--- src/rtl/mem_arb2_if.sv ---
// ---------------------------------------------------------------------------
// mem_arb2_if
//   Bundles every signal between the two-requester memory arbiter, its two
//   datapath clients and the single-port register memory.
//
//   Requester side : reqN, weN, addrN, wdataN  -> arbiter
//                    gntN, rvalidN, rdataN     <- arbiter
//   Memory side    : mem_en, mem_addr, mem_din -> memory
//                    mem_dout, mem_valid       <- memory
//   Status         : busy, rd_err              <- arbiter
//
//   slave  : the arbiter's view (commands in, grants/data/memory command out)
//   master : the environment's view (clients plus memory)
// ---------------------------------------------------------------------------
interface mem_arb2_if #(
  parameter int DATA_WIDTH = 32,
  parameter int ADDR_WIDTH = 4
);

  logic                  req0;
  logic                  req1;
  logic                  we0;
  logic                  we1;
  logic [ADDR_WIDTH-1:0] addr0;
  logic [ADDR_WIDTH-1:0] addr1;
  logic [DATA_WIDTH-1:0] wdata0;
  logic [DATA_WIDTH-1:0] wdata1;
  logic                  gnt0;
  logic                  gnt1;
  logic                  rvalid0;
  logic                  rvalid1;
  logic [DATA_WIDTH-1:0] rdata0;
  logic [DATA_WIDTH-1:0] rdata1;
  logic                  mem_en;
  logic [ADDR_WIDTH-1:0] mem_addr;
  logic [DATA_WIDTH-1:0] mem_din;
  logic [DATA_WIDTH-1:0] mem_dout;
  logic                  mem_valid;
  logic                  busy;
  logic                  rd_err;

  modport slave (
    input  req0, req1, we0, we1, addr0, addr1, wdata0, wdata1,
    input  mem_dout, mem_valid,
    output gnt0, gnt1, rvalid0, rvalid1, rdata0, rdata1,
    output mem_en, mem_addr, mem_din, busy, rd_err
  );

  modport master (
    output req0, req1, we0, we1, addr0, addr1, wdata0, wdata1,
    output mem_dout, mem_valid,
    input  gnt0, gnt1, rvalid0, rvalid1, rdata0, rdata1,
    input  mem_en, mem_addr, mem_din, busy, rd_err
  );

endinterface

--- src/rtl/mem_arb2.sv ---
// ---------------------------------------------------------------------------
// mem_arb2
//   Round-robin arbiter and sequencer placing two requesters in front of a
//   single-port register memory (EN high = write, EN low = registered read).
//   One command is in flight at a time: a write takes 2 cycles (IDLE, ISSUE),
//   a read takes 3 (IDLE, ISSUE, WAIT). All outputs come from registers.
//
//   Ports
//     CLK  : clock, rising edge
//     RST  : asynchronous, active-high reset
//     bus  : mem_arb2_if.slave -- requester commands, grants, read data,
//            memory command/response, busy and sticky rd_err
// ---------------------------------------------------------------------------
module mem_arb2 #(
  parameter int DATA_WIDTH = 32,
  parameter int ADDR_WIDTH = 4
) (
  input  logic      CLK,
  input  logic      RST,
  mem_arb2_if.slave bus
);

  typedef enum logic [1:0] {
    IDLE  = 2'd0,
    ISSUE = 2'd1,
    WAIT  = 2'd2
  } state_e;

  state_e                state_q,    state_d;
  logic                  ptr_q,      ptr_d;      // requester favoured on contention
  logic                  win_q,      win_d;      // requester owning the command in flight
  logic                  mem_en_q,   mem_en_d;
  logic [ADDR_WIDTH-1:0] mem_addr_q, mem_addr_d;
  logic [DATA_WIDTH-1:0] mem_din_q,  mem_din_d;
  logic                  gnt0_q,     gnt0_d;
  logic                  gnt1_q,     gnt1_d;
  logic                  rvalid0_q,  rvalid0_d;
  logic                  rvalid1_q,  rvalid1_d;
  logic [DATA_WIDTH-1:0] rdata0_q,   rdata0_d;
  logic [DATA_WIDTH-1:0] rdata1_q,   rdata1_d;
  logic                  busy_q,     busy_d;
  logic                  rd_err_q,   rd_err_d;
  logic                  pick;

  always_comb begin
    // NOTE: every variable gets a default before the case so no path leaves
    // one unassigned; otherwise synthesis infers a latch to hold it.
    state_d    = state_q;
    ptr_d      = ptr_q;
    win_d      = win_q;
    mem_en_d   = 1'b0;          // EN is only ever high for the ISSUE cycle of a write
    mem_addr_d = mem_addr_q;
    mem_din_d  = mem_din_q;
    gnt0_d     = 1'b0;
    gnt1_d     = 1'b0;
    rvalid0_d  = 1'b0;
    rvalid1_d  = 1'b0;
    rdata0_d   = rdata0_q;
    rdata1_d   = rdata1_q;
    rd_err_d   = rd_err_q;

    // A lone request wins outright; the pointer only breaks ties.
    pick = (bus.req0 && bus.req1) ? ptr_q : bus.req1;

    case (state_q)
      IDLE: begin
        if (bus.req0 || bus.req1) begin
          state_d    = ISSUE;
          win_d      = pick;
          ptr_d      = ~pick;
          gnt0_d     = ~pick;
          gnt1_d     = pick;
          mem_en_d   = pick ? bus.we1    : bus.we0;
          mem_addr_d = pick ? bus.addr1  : bus.addr0;
          mem_din_d  = pick ? bus.wdata1 : bus.wdata0;
        end
      end

      // The memory samples the command at the end of this cycle; mem_en_q
      // still remembers whether it was a write.
      ISSUE: state_d = mem_en_q ? IDLE : WAIT;

      WAIT: begin
        state_d = IDLE;
        if (win_q) begin
          rdata1_d  = bus.mem_dout;
          rvalid1_d = 1'b1;
        end else begin
          rdata0_d  = bus.mem_dout;
          rvalid0_d = 1'b1;
        end
        if (!bus.mem_valid) rd_err_d = 1'b1;
      end

      default: state_d = IDLE;
    endcase

    // Registered busy that lines up with the state it describes.
    busy_d = (state_d != IDLE);
  end

  always_ff @(posedge CLK or posedge RST) begin
    if (RST) begin
      state_q    <= IDLE;
      ptr_q      <= 1'b0;
      win_q      <= 1'b0;
      mem_en_q   <= 1'b0;
      mem_addr_q <= '0;
      mem_din_q  <= '0;
      gnt0_q     <= 1'b0;
      gnt1_q     <= 1'b0;
      rvalid0_q  <= 1'b0;
      rvalid1_q  <= 1'b0;
      rdata0_q   <= '0;
      rdata1_q   <= '0;
      busy_q     <= 1'b0;
      rd_err_q   <= 1'b0;
    end else begin
      // NOTE: non-blocking assignments so every register samples the values
      // from before this edge, independent of statement order.
      state_q    <= state_d;
      ptr_q      <= ptr_d;
      win_q      <= win_d;
      mem_en_q   <= mem_en_d;
      mem_addr_q <= mem_addr_d;
      mem_din_q  <= mem_din_d;
      gnt0_q     <= gnt0_d;
      gnt1_q     <= gnt1_d;
      rvalid0_q  <= rvalid0_d;
      rvalid1_q  <= rvalid1_d;
      rdata0_q   <= rdata0_d;
      rdata1_q   <= rdata1_d;
      busy_q     <= busy_d;
      rd_err_q   <= rd_err_d;
    end
  end

  assign bus.gnt0     = gnt0_q;
  assign bus.gnt1     = gnt1_q;
  assign bus.rvalid0  = rvalid0_q;
  assign bus.rvalid1  = rvalid1_q;
  assign bus.rdata0   = rdata0_q;
  assign bus.rdata1   = rdata1_q;
  assign bus.mem_en   = mem_en_q;
  assign bus.mem_addr = mem_addr_q;
  assign bus.mem_din  = mem_din_q;
  assign bus.busy     = busy_q;
  assign bus.rd_err   = rd_err_q;

endmodule

--- src/flat_wrapper.sv ---
// flat-port wrapper written by rule: the top's interface ports become plain ports
module mem_arb2_flat 
#(
  parameter int DATA_WIDTH = 32,
  parameter int ADDR_WIDTH = 4
)
  (CLK, RST, bus_req0, bus_req1, bus_we0, bus_we1, bus_addr0, bus_addr1, bus_wdata0, bus_wdata1, bus_mem_dout, bus_mem_valid, bus_gnt0, bus_gnt1, bus_rvalid0, bus_rvalid1, bus_rdata0, bus_rdata1, bus_mem_en, bus_mem_addr, bus_mem_din, bus_busy, bus_rd_err);
  mem_arb2_if #(.DATA_WIDTH(DATA_WIDTH), .ADDR_WIDTH(ADDR_WIDTH)) bus_i ();
  input  logic CLK;
  input  logic RST;
  input wire logic [$bits(bus_i.req0)-1:0] bus_req0;
  input wire logic [$bits(bus_i.req1)-1:0] bus_req1;
  input wire logic [$bits(bus_i.we0)-1:0] bus_we0;
  input wire logic [$bits(bus_i.we1)-1:0] bus_we1;
  input wire logic [$bits(bus_i.addr0)-1:0] bus_addr0;
  input wire logic [$bits(bus_i.addr1)-1:0] bus_addr1;
  input wire logic [$bits(bus_i.wdata0)-1:0] bus_wdata0;
  input wire logic [$bits(bus_i.wdata1)-1:0] bus_wdata1;
  input wire logic [$bits(bus_i.mem_dout)-1:0] bus_mem_dout;
  input wire logic [$bits(bus_i.mem_valid)-1:0] bus_mem_valid;
  output wire logic [$bits(bus_i.gnt0)-1:0] bus_gnt0;
  output wire logic [$bits(bus_i.gnt1)-1:0] bus_gnt1;
  output wire logic [$bits(bus_i.rvalid0)-1:0] bus_rvalid0;
  output wire logic [$bits(bus_i.rvalid1)-1:0] bus_rvalid1;
  output wire logic [$bits(bus_i.rdata0)-1:0] bus_rdata0;
  output wire logic [$bits(bus_i.rdata1)-1:0] bus_rdata1;
  output wire logic [$bits(bus_i.mem_en)-1:0] bus_mem_en;
  output wire logic [$bits(bus_i.mem_addr)-1:0] bus_mem_addr;
  output wire logic [$bits(bus_i.mem_din)-1:0] bus_mem_din;
  output wire logic [$bits(bus_i.busy)-1:0] bus_busy;
  output wire logic [$bits(bus_i.rd_err)-1:0] bus_rd_err;
  assign bus_i.req0 = bus_req0;
  assign bus_i.req1 = bus_req1;
  assign bus_i.we0 = bus_we0;
  assign bus_i.we1 = bus_we1;
  assign bus_i.addr0 = bus_addr0;
  assign bus_i.addr1 = bus_addr1;
  assign bus_i.wdata0 = bus_wdata0;
  assign bus_i.wdata1 = bus_wdata1;
  assign bus_i.mem_dout = bus_mem_dout;
  assign bus_i.mem_valid = bus_mem_valid;
  assign bus_gnt0 = bus_i.gnt0;
  assign bus_gnt1 = bus_i.gnt1;
  assign bus_rvalid0 = bus_i.rvalid0;
  assign bus_rvalid1 = bus_i.rvalid1;
  assign bus_rdata0 = bus_i.rdata0;
  assign bus_rdata1 = bus_i.rdata1;
  assign bus_mem_en = bus_i.mem_en;
  assign bus_mem_addr = bus_i.mem_addr;
  assign bus_mem_din = bus_i.mem_din;
  assign bus_busy = bus_i.busy;
  assign bus_rd_err = bus_i.rd_err;
  mem_arb2 #(.DATA_WIDTH(DATA_WIDTH), .ADDR_WIDTH(ADDR_WIDTH)) u_core (.CLK(CLK), .RST(RST), .bus(bus_i));
endmodule
--- config.mk ---
export PLATFORM = sky130hd
export DESIGN_NAME = mem_arb2_flat
export DESIGN_NICKNAME = d
export VERILOG_FILES = /design/src/rtl/mem_arb2_if.sv /design/src/rtl/mem_arb2.sv /design/src/flat_wrapper.sv
export SDC_FILE = /design/constraint.sdc
export NUM_CORES = 1
export LEC_CHECK = 0
export ABC_AREA = 1
export BUFFER_PORTS_ARGS = -buffer_cell sky130_fd_sc_hd__buf_2
export CAP_MARGIN = 20
export CORE_MARGIN = 10
export CORE_UTILIZATION = 50
export DETAILED_ROUTE_END_ITERATION = 7
export GPL_TIMING_DRIVEN = 0
export PLACE_DENSITY = 0.91
export REMOVE_ABC_BUFFERS = 1
export SYNTH_ARGS = -nofsm -noshare
export SYNTH_HDL_FRONTEND = slang
export SYNTH_SLANG_ARGS = --single-unit
--- constraint.sdc ---
create_clock -name CLK -period 5.5 [get_ports CLK]
set_input_delay 0.275 -clock CLK [delete_from_list [all_inputs] [get_ports CLK]]
set_output_delay 0.275 -clock CLK [all_outputs]
set_load 0.05 [all_outputs]
---- Yosys cells after proc, flatten, opt, wreduce, memory -nomap -nowiden ----
Cells that the tools add are included.
cells by class
  multiplexer cells ....................... 17
  equality and inequality tests ........... 2
  reduce and logical (&&, ||, !) cells .... 8
  bitwise operators ....................... 3
operators by type and width
  operator                                                                count
  32-bit two-way mux                                                      1
  1-bit two-way mux                                                       12
  2-bit AND reduction                                                     4
  2-bit two-way mux                                                       2
  4-bit two-way mux                                                       1
  2-bit case mux with 2 select lines                                      1
  1-bit inverter                                                          3
  2-bit by 1-bit equality test with 1-bit output (second input constant)  1
  2-bit equality test (second input constant)                             1
  2-bit zero test                                                         1
  2-bit nonzero test                                                      1
  1-bit logical AND                                                       1
  1-bit logical OR                                                        1
storage, ports and cells
  register bits ........................... 111
  output and inout bits ................... 107
  word-level logic and storage cells ...... 44
  input bits .............................. 111

---- Logic depth before layout (Yosys ltp) ----
Gate-level depths: netlist of run 1.
  word-level depth ........................ 5
  depth in mapped cells ................... 7
  mapped depth without buffers ............ 6

---- Worst setup path before layout of run 1 ----
Ideal clock, no wire load.
  path kind ............................... register to register
  from .................................... register u_core.state_q[1]
  to ...................................... register u_core.mem_addr_q[0] (netlist: u_core.bus.mem_addr[0])
  required time ........................... 5.382 ns
  period minus slack after synthesis ...... 1.203 ns
  data arrival time ....................... 1.085 ns
  setup time .............................. 0.118 ns
  cell stages (with the launch flop) ...... 7
  slack ................................... 4.297 ns
  path buffers ............................ 2
  path through ............................ dfrtp_1 nor2_4 o21ai_2 buf_6 buf_4 nand2_1 nand2_1
on the way
  longest elaborated chain between the ends .. 2
RTL lines
  element                        RTL line         text
  start, declared                mem_arb2.sv:29   state_e state_q, state_d;
  start signal, assigned         mem_arb2.sv:121  state_q <= state_d;
  2-bit zero test                mem_arb2.sv:65   case (state_q)
  2-bit AND reduction (no line)  n/a
  end signal, assigned           mem_arb2.sv:125  mem_addr_q <= mem_addr_d;
  end, declared                  mem_arb2.sv:33   logic [ADDR_WIDTH-1:0] mem_addr_q, mem_addr_d;
No other way between the ends.
A chain may end at the register's enable or synchronous reset.

---- Worst setup path after layout of run 1 ----
  from .................................... register u_core.state_q[1]
  to ...................................... register u_core.mem_din_q[28] (netlist: u_core.bus.mem_din[28])
on the way
  longest elaborated chain between the ends .. 2
RTL lines
  element                        RTL line         text
  2-bit zero test                mem_arb2.sv:65
  2-bit AND reduction (no line)  n/a
  end signal, assigned           mem_arb2.sv:126  mem_din_q <= mem_din_d;
  end, declared                  mem_arb2.sv:34   logic [DATA_WIDTH-1:0] mem_din_q, mem_din_d;
No other way between the ends.

==> results of run 1 <==
==> cell type report <==
type                            instances  area, um^2
Clock buffer                           10         128
Clock inverter                          6        56.3
Fill cell                             737        3200
Inverter                               79         299
Multi-Input combinational cell        313        1440
Sequential cell                       111        2780
Tap cell                              129         161
Timing Repair Buffer                  221        1180
==> metrics by stage <==
stage	area [um^2]	hold WS [ns]	utilization (%)
after floorplan	4510	0.371	-
after global placement	5750	0.430	62.3
after detailed placement	5860	0.430	63.4
after CTS	6040	0.0144	65.4
after global routing	6040	0.0374	65.4
final	6040	0.00584	65.4
==> metal layers <==
| metal | wire length (um) | part of all wire (%) | up-vias |
|---|---|---|---|
| met4 | 216 | 1.6 | 0 |
| met2 | 6560 | 47 | 248 |
| met1 | 5370 | 39 | 2081 |
| met3 | 1750 | 13 | 20 |
| met5 | 0 | 0 | - |
| li1 | - | - | 2089 |
==> power groups by stage <==
| stage | logic [uW] | registers (uW) | clock network, uW |
|---|---|---|---|
| after floorplan | 601 | 2750 | 0 |
| after global placement | 2580 | 1410 | 0 |
| after detailed placement | 2680 | 1430 | 0 |
| after CTS | 2670 | 1420 | 465 |
| after global routing | 2830 | 1480 | 499 |
| final | 2650 | 1430 | 453 |
==> critical path, delay by kind of cell, from the launching register on <==
family | cells | cell delay (ns)
AO/OA/AOI/OAI | 1 | 0.46
flip-flops | 1 | 0.49
AND/OR/NAND/NOR | 3 | 0.89
==> cell usage in the layout (no fill, tap or decap) <==
master / n
inv_1: 78
nand3_1: 72
a21oi_2: 1
inv_6: 2
nand3_2: 2
nor2_1: 3
o21ai_1: 15
o21ai_0: 52
inv_4: 1
nor2_4: 1
o21bai_1: 1
clkinv_2: 1
buf_2: 217
nor2_2: 1
clkbuf_1: 1
or2_2: 1
nor3_1: 1
nand4_1: 17
a21oi_1: 1
clkinv_4: 2
buf_12: 2
clkinv_8: 1
nand2_1: 144
clkbuf_8: 9
buf_16: 2
o21ai_4: 1
dfrtp_1: 111
==> cell families after synthesis <==
logic type / after synthesis / synth area share, %
buffers and inverters: 113 / 11.3
and+or+nand+nor: 242 / 22.5
AOI/OAI and AO/OA: 71 / 7.70
DFF: 111 / 58.5
==> final timing paths <==
path	to	from
max	u_core.bus.mem_din[28]	u_core.state_q[1]
min in group CLK	u_core.bus.rd_err	bus_mem_valid
min	u_core.bus.mem_din[18]	RST
max reg2reg	u_core.bus.mem_din[28]	u_core.state_q[1]
min reg2reg	u_core.state_q[1]	u_core.bus.mem_en
max in group asynchronous	u_core.bus.rdata0[25]	RST
==> state kept, by name, summed over array words and instances (netlist names) <==
signal and flops:
u_core.bus.rvalid1 1, u_core.bus.mem_addr 4, u_core.bus.rdata1 32, u_core.ptr_q 1, u_core.bus.rvalid0 1, u_core.bus.mem_din 32, u_core.bus.rdata0 32, u_core.bus.busy 1
u_core.win_q 1, u_core.state_q 2, u_core.bus.gnt1 1, u_core.bus.mem_en 1, u_core.bus.rd_err 1, u_core.bus.gnt0 1
==> summary.txt, run 1 <==
Status
  – Status: finished clean

Logic synthesis
  – Seq/Total Area, Yosys: approximately 60%
  – Avg Synthesized Cell Area: about 9 um^2
  – Top FF cell, synth: dfrtp_1
  – Synth Register Bits: ~110
  – Post-Syn Instances: 537
  – Asr flop ratio synth: 100%
  – Post-synth top area cell: dfrtp_1
  – Synthesized area: 4750 um^2
  – Synth top area cells: dfrtp_1 59%, nand2_1 11%, nand3_1 7.6%
  – Unique masters post-synth: 21
  – Commonest cells post-synth: 144 x nand2_1, 111 x dfrtp_1, 79 x inv_1
  – Post-synth EDFFs: 0
  – Most numerous cell in the Yosys netlist: nand2_1
  – Post-synth top area share: 58.5%
  – Synth warn: 0

Placement
  – DP HPWL: about 11000 um
  – Placed cells: about 850
  – RD Place Congestion: just under 0.8
  – Pre-CTS WS: approximately 3.3 ns
  – Port Buffers: about 220

Floorplan
  – Die W: approximately 120 um
  – Top Ports: 218
  – Core area: 9240 um^2
  – Die area: 13800 um^2
  – FP Rows: 35
  – DIE HEIGHT: approximately 120 um
  – Initial Util: 51.4%

GRT
  – Global-route wire length before repair: 22600 um
  – GRT met1 Usage: 23.2%
  – Largest net degree at the start of global routing: just over 60
  – Vias in the first global route: between 4000 and 5000
  – Grt met2 use: approximately 31%
  – Initial antenna violation count: 0
  – Overall routing resource usage: between 10% and 20%
  – GRT overflow: 0
  – GRT busiest layer: met2
  – Grt met3 use: approximately 8.8%

CTS
  – Worst-path clk slew: 0.11 ns
  – H-tree Lvls: 3
  – Setup Fix Bufs, Post-CTS: 0
  – Clock sinks: about 110
  – Hold-fix buffer count after cts: 0
  – Clk_lat worst skew: around 0.36 ns
  – CTS root buffer: clkbuf_8
  – Post-cts repair resize count: 0
  – TritonCTS Buffers: 9
  – CTS Buffer Depth: 2
  – CTS tree: built

Final layout
  – Fin nets: roughly 850
  – Non-Filler Instances: 869
  – Area delta synth->final: 27.3%
  – Fraction of layout cells with a size suffix above 1: between 30% and 40%
  – Antenna Cells: 0

Power
  – Clock power frac: around a tenth
  – Combinational fraction of design power: roughly 60%
  – Register share of total power: between 30% and 40%
  – Sw Share: between 50% and 60%
  – Pwr dens: approximately 750 nW/um^2
  – Internal power: 1950 uW
  – LEAKAGE: 0.00353 uW
  – Peak supply drop: between 0.3 and 0.4 mV
  – Tot Pwr: around 4500 uW
  – P_sw: about 2600 uW

Critical path
  – Crit-path cells: nor2_4 > o21ai_4 > nand2_1 > nand3_1
  – Crit-path slowest cell: nor2_4
  – Startpoint Class: flop
  – Crit-path max FO: 38
  – Crit path largest cell delay: about 0.63 ns
  – FF-to-FF path depth: 4
  – Worst setup EP type: flop
  – R2r setup slk: 3.53 ns
  – Setup CP Type: reg -> reg
  – WP data required: approximately 5.7 ns
  – CP arrival: around 2.2 ns

Timing
  – Setup TNS: 0 ns
  – Clk_skew: roughly 0.013 ns
  – Final setup fails: 0
  – Final setup margin: 3.53 ns
  – Max frequency: 509 MHz
  – Tmin final: just under 2 ns
  – Slew margin rel.: 36.2%
  – Tcrit/Tclk final: 35.8%
  – Final Hold Fails: 0
  – Worst Tran Pin Value: ~0.95 ns
  – Slew Limit Fails: 0
  – RSZ-0062 raised after global routing: false

Detailed routing
  – ANT nets after route: 0
  – DR vias/cell: about 5.1
  – First-pass DRT Iterations: 6
  – Routed wire length per instance: approximately 16 um
  – # DRC: 0
  – Routed wire length: between 10000 and 15000 um
  – Drt initial violations: about 380
  – Vias post-DR: ~4400

Hold path
  – HP Class: in -> async

Job
  – Max Cap Violations: 0
Power figures use the tool's default switching activity.
==> run 2, diff against run 1 <==
--- a/config.mk
+++ b/config.mk
@@ -9,10 +9,10 @@
 export BUFFER_PORTS_ARGS = -buffer_cell sky130_fd_sc_hd__buf_2
 export CAP_MARGIN = 20
 export CORE_MARGIN = 10
-export CORE_UTILIZATION = 50
+export CORE_UTILIZATION = 47
 export DETAILED_ROUTE_END_ITERATION = 7
 export GPL_TIMING_DRIVEN = 0
-export PLACE_DENSITY = 0.91
+export PLACE_DENSITY = 0.86
 export REMOVE_ABC_BUFFERS = 1
 export SYNTH_ARGS = -nofsm -noshare
 export SYNTH_HDL_FRONTEND = slang
==> constraint.sdc (replaced) <==
create_clock -name CLK -period 2 [get_ports CLK]
set_input_delay 0.1 -clock CLK [delete_from_list [all_inputs] [get_ports CLK]]
set_output_delay 0.1 -clock CLK [all_outputs]
set_load 0.05 [all_outputs]
==> run 2 against run 1 <==
Compared with the run above: final cell count is 7.6% higher; clock skew up 0.0062 ns; worst setup slack worse by 3.5 ns; register-to-register slack worse by 3.5 ns; flip-flop and latch count stayed put; wire length rose by 18%; utilization grew 2.8 points; maximum frequency is 2.1% higher; via count is 7.2% higher; global-route usage increased by 2.4 points; count of clock-buffer cells in the layout stayed put; critical endpoint is now u_core.bus.mem_din[21].
==> summary.txt, run 2 (same netlist as run 1, synthesis figures left out) <==
Status
  – Status: finished clean (unchanged)

CTS
  – CTS tree: built (unchanged)
  – Setup Fix Bufs, Post-CTS: 0 (unchanged)
  – Clock sinks: 111 (unchanged)
  – CTS root buffer: clkbuf_8 (unchanged)
  – Worst-path clk slew: 0.11 ns (about the same)
  – CTS Buffer Depth: 2 (unchanged)
  – Clk_lat worst skew: 0.37 ns (was 0.36 ns)
  – TritonCTS Buffers: 9 (unchanged)
  – H-tree Lvls: 3 (unchanged)

Timing
  – Final setup fails: 0 (unchanged)
  – Final Hold Fails: 0 (unchanged)
  – Worst Tran Pin Value: 0.907 ns (was 0.953 ns)
  – Final setup margin: 0.0747 ns (was 3.53 ns)
  – Setup TNS: 0 ns (unchanged)
  – RSZ-0062 raised after global routing: true (was false)
  – Slew margin rel.: 39.5% (was 36.2%)
  – Tmin final: 1.93 ns (was 1.97 ns)
  – Clk_skew: 0.0189 ns (was 0.0126 ns)
  – Max frequency: 519 MHz (was 509 MHz)
  – Tcrit/Tclk final: 96.3% (was 35.8%)
  – Slew Limit Fails: 0 (unchanged)

GRT
  – Grt met3 use: 10.7% (was 8.82%)
  – Global-route wire length before repair: 26100 um (was 22600 um)
  – GRT met1 Usage: 25.5% (was 23.2%)
  – Grt met2 use: 35.2% (was 30.8%)
  – Initial antenna violation count: 1 (was 0)
  – Overall routing resource usage: 22.0% (was 19.5%)
  – GRT busiest layer: met2 (unchanged)
  – Vias in the first global route: 4831 (was 4541)
  – GRT overflow: 0 (unchanged)
  – Largest net degree at the start of global routing: 66 (was 61)

Floorplan
  – FP Rows: 36 (was 35)
  – Top Ports: 218 (unchanged)
  – Core area: 9820 um^2 (was 9240 um^2)
  – DIE HEIGHT: 120 um (was 117 um)
  – Die W: 120 um (was 117 um)
  – Initial Util: 48.3% (was 51.4%)
  – Die area: 14500 um^2 (was 13800 um^2)

Critical path
  – R2r setup slk: 0.07 ns (was 3.53 ns)
  – Crit-path max FO: 36 (was 38)
  – Worst setup EP type: flop (unchanged)
  – Startpoint Class: flop (unchanged)
  – Setup CP Type: reg -> reg (unchanged)
  – WP data required: 2.23 ns (was 5.74 ns)
  – CP arrival: 2.15 ns (was 2.20 ns)

Final layout
  – Commonest non-fill, non-tap cell in the layout: buf_2 (unchanged)
  – Fin nets: 907 (was 846)
  – Commonest cells after routing, fill and taps aside: 217 x buf_2, 143 x nand2_1, 110 x dfrtp_1, 78 x inv_1, 72 x nand3_1 (was 217 x buf_2, 144 x nand2_1, 111 x dfrtp_1, 78 x inv_1, 72 x nand3_1)
  – Area delta synth->final: 41.0% (was 27.3%)
  – # fillers: 708 (was 737)
  – Multi-input gate area: 1460 um^2 (was 1440 um^2)
  – Fin util: 68.2% (was 65.4%)
  – Non-Filler Instances: 935 (was 869)
  – Fraction of layout cells with a size suffix above 1: 30.8% (was 33.0%)
  – Seq. cell area: 2780 um^2 (about the same)

Detailed routing
  – # DRC: 0 (unchanged)
  – Drt initial violations: 583 (was 383)
  – DR vias/cell: 5.09 (was 5.11)
  – Vias post-DR: 4757 (was 4438)
  – ANT nets after route: 0 (unchanged)
  – Routed wire length per instance: 17.6 um (was 16.0 um)
  – First-pass DRT Iterations: 5 (was 6)
  – Routed wire length: 16400 um (was 13900 um)

Power
  – Peak supply drop: 1.19 mV (was 0.393 mV)
  – Pwr dens: 1910 nW/um^2 (was 750 nW/um^2)
  – LEAKAGE: 0.00379 uW (was 0.00353 uW)

Job
  – Max Cap Violations: 0 (unchanged)

Hold path
  – HP Class: in -> reg (was in -> async)

Placement
  – Placed cells: 857 (was 853)
  – Port Buffers: 217 (unchanged)
  – RD Place Congestion: 0.843 (was 0.792)
  – Pre-CTS WS: -0.121 ns (was 3.34 ns)
  – DP HPWL: 10200 um (was 10600 um)
==> run 2: changes by cell type in the layout (fill, tap and decap cells not counted), sizes merged <==
cell         delta
inv             +1
clkinv          -1
dlygate4sd3    +61
diode           +1
==> run 2: worst paths after layout <==
check | start | end | cells past startpoint
worst max-delay path | u_core.state_q[1] | u_core.bus.mem_din[21] | 5
worst min-delay path | bus_we1 | u_core.bus.mem_en | 3
worst max register to register | u_core.state_q[1] | u_core.bus.mem_din[21] | 5
worst min register to register | u_core.bus.mem_en | u_core.state_q[1] | 1
max in group asynchronous | RST | u_core.bus.rdata1[7] | 4
min in group asynchronous | RST | u_core.bus.rdata0[10] | 3
==> run 2: metal layers <==
metal  routed length, um  vias up
met5                   0        -
met4                 323        0
met3                2500       37
li1                    -     2218
met2                7510      329
met1                6100     2173
==> run 2: what timing repair did <==
item / 4_1_cts / 5_1_grt
resized for setup: 1 / 3
pin swaps: 0 / 0
hold endpoints to repair: 105 / 0
setup endpoints to repair: 28 / 15
hold buffers: 61 / 0
==> run 2: metrics by stage <==
stage	instance area, um^2	total power [uW]	hold WS [ns]
floorplan	4510	9210	0.196
global placement	5760	11000	0.281
detailed placement	5860	11300	0.235
CTS	6680	12700	0.000932
global route	6690	13500	0.00882
finish	6690	12800	0.0199
==> run 2: worst max-delay path: stages (launching register included) <==
cell,delay [ns]
dfrtp_2,0.49
nor2_4,0.66
o21ai_4,0.19
buf_12,0.23
nand2_1,0.11
nand3_1,0.11
==> run 2: cell type report <==
type,instances,area share [%]
Sequential cell,111,41.5
Timing Repair Buffer,282,26.8
Multi-Input combinational cell,313,21.7
Inverter,79,4.47
Tap cell,133,2.49
Clock buffer,10,2.06
Clock inverter,6,0.935
Antenna cell,1,0.0374
==> run 2: power by group <==
part	internal [uW]	total [uW]	switching [uW]
sequential	3330	3940	606
combinational	1660	7540	5880
clock	522	1330	807
==> run 3, diff against run 2 <==
--- a/config.mk
+++ b/config.mk
@@ -5,11 +5,10 @@
 export SDC_FILE = /design/constraint.sdc
 export NUM_CORES = 1
 export LEC_CHECK = 0
-export ABC_AREA = 1
 export BUFFER_PORTS_ARGS = -buffer_cell sky130_fd_sc_hd__buf_2
 export CAP_MARGIN = 20
 export CORE_MARGIN = 10
-export CORE_UTILIZATION = 47
+export CORE_UTILIZATION = 46
 export DETAILED_ROUTE_END_ITERATION = 7
 export GPL_TIMING_DRIVEN = 0
 export PLACE_DENSITY = 0.86
==> run 3 against run 2 <==
Compared with the run above: flip-flop and latch count stayed put; critical path depth is 1 lower; final area is 0.15% lower; die area is 2.3% lower; synthesized area is 4.8% lower; largest power group unchanged.
==> summary.txt, run 3 <==
Detailed routing
  – ANT nets after route: 0 (unchanged)
  – Routed wire length per instance: 21.4 um (was 17.6 um)
  – Met3 Wirelength: 1410 um (was 2500 um)
  – # DRC: 0 (unchanged)
  – Vias post-DR: 4020 (was 4757)
  – Routed wire length: 15700 um (was 16400 um)
  – DR vias/cell: 5.47 (was 5.09)
  – Top layer in use: met4 (unchanged)
  – Drt initial violations: 361 (was 583)
  – First-pass DRT Iterations: 5 (unchanged)
  – Routed metal-1 wirelength: 6010 um (was 6100 um)
  – Metal2 WL: 7810 um (was 7510 um)

Logic synthesis
  – Synth Register Bits: 111 (unchanged)
  – Post-Syn Instances: 317 (was 537)
  – Avg Synthesized Cell Area: 14.3 um^2 (was 8.84 um^2)
  – Seq/Total Area, Yosys: 61.5% (was 58.5%)
  – Most numerous cell in the Yosys netlist: dfrtp_1 (was nand2_1)
  – Asr flop ratio synth: 100% (unchanged)
  – Synth warn: 0 (unchanged)
  – Post-synth top area share: 61.5% (was 58.5%)
  – Post-synth top area cell: dfrtp_1 (unchanged)
  – Synth top area cells: dfrtp_1 61%, mux2_2 16%, a221o_1 3.8% (was dfrtp_1 59%, nand2_1 11%, nand3_1 7.6%)
  – Unique masters post-synth: 26 (was 21)
  – Synthesized area: 4520 um^2 (was 4750 um^2)
  – Commonest cells post-synth: 111 x dfrtp_1, 64 x mux2_2, 20 x o21ai_0 (was 144 x nand2_1, 111 x dfrtp_1, 79 x inv_1)
  – Post-synth EDFFs: 0 (unchanged)
  – Top FF cell, synth: dfrtp_1 (unchanged)

Critical path
  – FF-to-FF End: u_core.bus.rdata1[19] (was u_core.bus.mem_din[21])
  – R2r setup slk: 0.11 ns (was 0.07 ns)
  – Crit-path slowest cell: dfrtp_1 (was nor2_4)
  – WP data required: 2.24 ns (was 2.23 ns)
  – Critical Path Source: u_core.win_q (was u_core.state_q[1])
  – CP arrival: 2.13 ns (was 2.15 ns)
  – Startpoint Class: flop (unchanged)
  – FF-to-FF path depth: 4 (was 5)
  – Crit path largest cell delay: 0.51 ns (was 0.66 ns)
  – Setup CP Type: reg -> reg (unchanged)
  – Worst setup EP type: flop (unchanged)
  – FF-to-FF Start: u_core.win_q (was u_core.state_q[1])
  – Crit-path cells: nand3b_1 > buf_8 > buf_16 > mux2_2 (was nor2_4 > o21ai_4 > buf_12 > nand2_1 > nand3_1)
  – Crit-path max FO: 17 (was 36)
  – End point of the critical path: u_core.bus.rdata1[19] (was u_core.bus.mem_din[21])

Timing
  – Max frequency: 529 MHz (was 519 MHz)
  – Clk_skew: 0.0140 ns (was 0.0189 ns)
  – Worst Tran Pin Value: 0.763 ns (was 0.907 ns)
  – Slew margin rel.: 49.1% (was 39.5%)
  – Tmin final: 1.89 ns (was 1.93 ns)
  – Setup TNS: 0 ns (unchanged)
  – Final Hold Fails: 0 (unchanged)
  – Tcrit/Tclk final: 94.5% (was 96.3%)
  – Slew Limit Fails: 0 (unchanged)
  – Final setup fails: 0 (unchanged)
  – RSZ-0062 raised after global routing: false (was true)

Final layout
  – # fillers: 658 (was 708)
  – Fin nets: 707 (was 907)
  – Non-Filler Instances: 735 (was 935)
  – Area delta synth->final: 47.9% (was 41.0%)
  – Commonest cells after routing, fill and taps aside: 217 x buf_2, 111 x dfrtp_1, 69 x dlygate4sd3_1, 64 x mux2_2, 20 x o21ai_0 (was 217 x buf_2, 143 x nand2_1, 110 x dfrtp_1, 78 x inv_1, 72 x nand3_1)
  – Commonest non-fill, non-tap cell in the layout: buf_2 (unchanged)
  – Fraction of layout cells with a size suffix above 1: 52.4% (was 30.8%)
  – Post-route cell area: 6680 um^2 (was 6690 um^2)
  – Seq. cell area: 2780 um^2 (about the same)
  – Multi-input gate area: 1630 um^2 (was 1460 um^2)

GRT
  – Largest net degree at the start of global routing: 59 (was 66)
  – Overall routing resource usage: 21.3% (was 22.0%)
  – Vias in the first global route: 4425 (was 4831)
  – Initial antenna violation count: 1 (unchanged)
  – GRT overflow: 0 (unchanged)
  – Global-route wire length before repair: 24300 um (was 26100 um)

Placement
  – Placed cells: 646 (was 857)
  – Port Buffers: 217 (unchanged)
  – Area after DPL: 5760 um^2 (was 5860 um^2)
  – RD Place Congestion: 0.790 (was 0.843)
  – DP HPWL: 10400 um (was 10200 um)

CTS
  – CTS tree: built (unchanged)
  – Clk_lat worst skew: 0.36 ns (was 0.37 ns)
  – H-tree Lvls: 3 (unchanged)
  – CTS root buffer: clkbuf_8 (unchanged)
  – Worst-path clk slew: 0.10 ns (was 0.11 ns)
  – Clock sinks: 111 (unchanged)
  – TritonCTS Buffers: 9 (unchanged)
  – CTS Buffer Depth: 2 (unchanged)

Power
  – Peak supply drop: 0.939 mV (was 1.19 mV)
  – Pwr dens: 1960 nW/um^2 (was 1910 nW/um^2)
  – LEAKAGE: 0.00316 uW (was 0.00379 uW)

Floorplan
  – Core area: 9680 um^2 (was 9820 um^2)
  – Top Ports: 218 (unchanged)
  – Die W: 119 um (was 120 um)
  – Die area: 14200 um^2 (was 14500 um^2)
  – DIE HEIGHT: 119 um (was 120 um)
  – FP Rows: 36 (unchanged)
  – Initial Util: 46.7% (was 48.3%)

Status
  – Status: finished clean (unchanged)

Hold path
  – HP Class: in -> reg (unchanged)

Job
  – Max Cap Violations: 0 (unchanged)
-- run 3: cell count changes in the layout (fill, tap and decap cells not counted), moves of 15 or more --
cell / delta
and4_1: +17
a2bb2oi_1: +19
nand2_1: -143
a221o_1: +17
o21ai_0: -32
a311oi_1: +19
nand3_1: -71
mux2_2: +64
inv_1: -76
nand4_1: -17
o21ai_1: -15
-- run 3: logic make-up (layout without fill, tap and decap cells) --
kind of cell           count (synthesis)  in the layout  synth area share, %
other                                  0              1                    0
AOI/OAI and AO/OA                     81             81                 14.5
muxes                                 64             64                 15.9
and+or+nand+nor                       29             30                 4.90
buffers and inverters                 32            315                 3.18
DFF                                  111            111                 61.5
-- run 3: how the worst min path moves through the flow --
stage	start	endpoint	cells past startpoint
after global placement	bus_mem_valid	u_core.bus.rd_err	2
after global routing	bus_we1	u_core.bus.mem_en	3
after floorplan	bus_mem_valid	u_core.bus.rd_err	1
after detailed placement	RST	u_core.bus.gnt0	2
final	bus_wdata0[7]	u_core.bus.mem_din[7]	3
after CTS	bus_wdata0[7]	u_core.bus.mem_din[7]	3
-- run 3: report_power, final --
part / leakage, uW / switching (uW) / total (uW) / internal, uW
registers: 0.00131 / 660 / 4020 / 3360
logic: 0.00176 / 5620 / 7860 / 2250
clock network: 0.0000895 / 738 / 1230 / 487
-- run 3: final cells by class --
| cell class | instances | area share (%) |
|---|---|---|
| clock buffer | 11 | 2.12 |
| inverter | 4 | 0.318 |
| timing repair inverter | 1 | 0.112 |
| multi-input combinational | 175 | 24.4 |
| timing repair buffer | 294 | 28.5 |
| antenna | 1 | 0.0374 |
| sequential | 111 | 41.6 |
| clock inverter | 5 | 0.468 |
| tap | 133 | 2.49 |
-- run 3: through the flow --
| step | hold WS (ns) | utilization, % | total power, uW | worst slack (ns) |
|---|---|---|---|---|
| after global routing | 0.0232 | 69.0 | 13700 | 0.0426 |
| after detailed placement | 0.299 | 59.5 | 11700 | -0.691 |
| final | 0.0214 | 69.0 | 13100 | 0.111 |
| after global placement | 0.300 | 58.3 | 11300 | -2.03 |
| after CTS | 0.000491 | 68.9 | 13100 | 0.00213 |
| after floorplan | 0.198 | - | 9590 | -1.03 |
-- run 3: layer usage --
metal / global-route usage (%) / vias up
li1: - / 1778
met4: 9.54 / 0
met5: 0 / -
met3: 6.33 / 35
met2: 36.0 / 257
met1: 24.4 / 1950
-- run 3: what timing repair did --
item / 4_1_cts / 5_1_grt
pin swaps: 1 / 1
setup endpoints to repair: 42 / 49
resized for setup: 5 / 2
hold buffers: 69 / 0
hold endpoints to repair: 154 / 0
buffers inserted: 1 / 0
gates cloned: 1 / 1
-- run 3: worst max-delay path, delay by kind of cell (launching register included) --
family | cells | cell delay, ns
buf+inv | 2 | 0.49
flops | 1 | 0.51
mux | 1 | 0.29
simple gates | 1 | 0.48
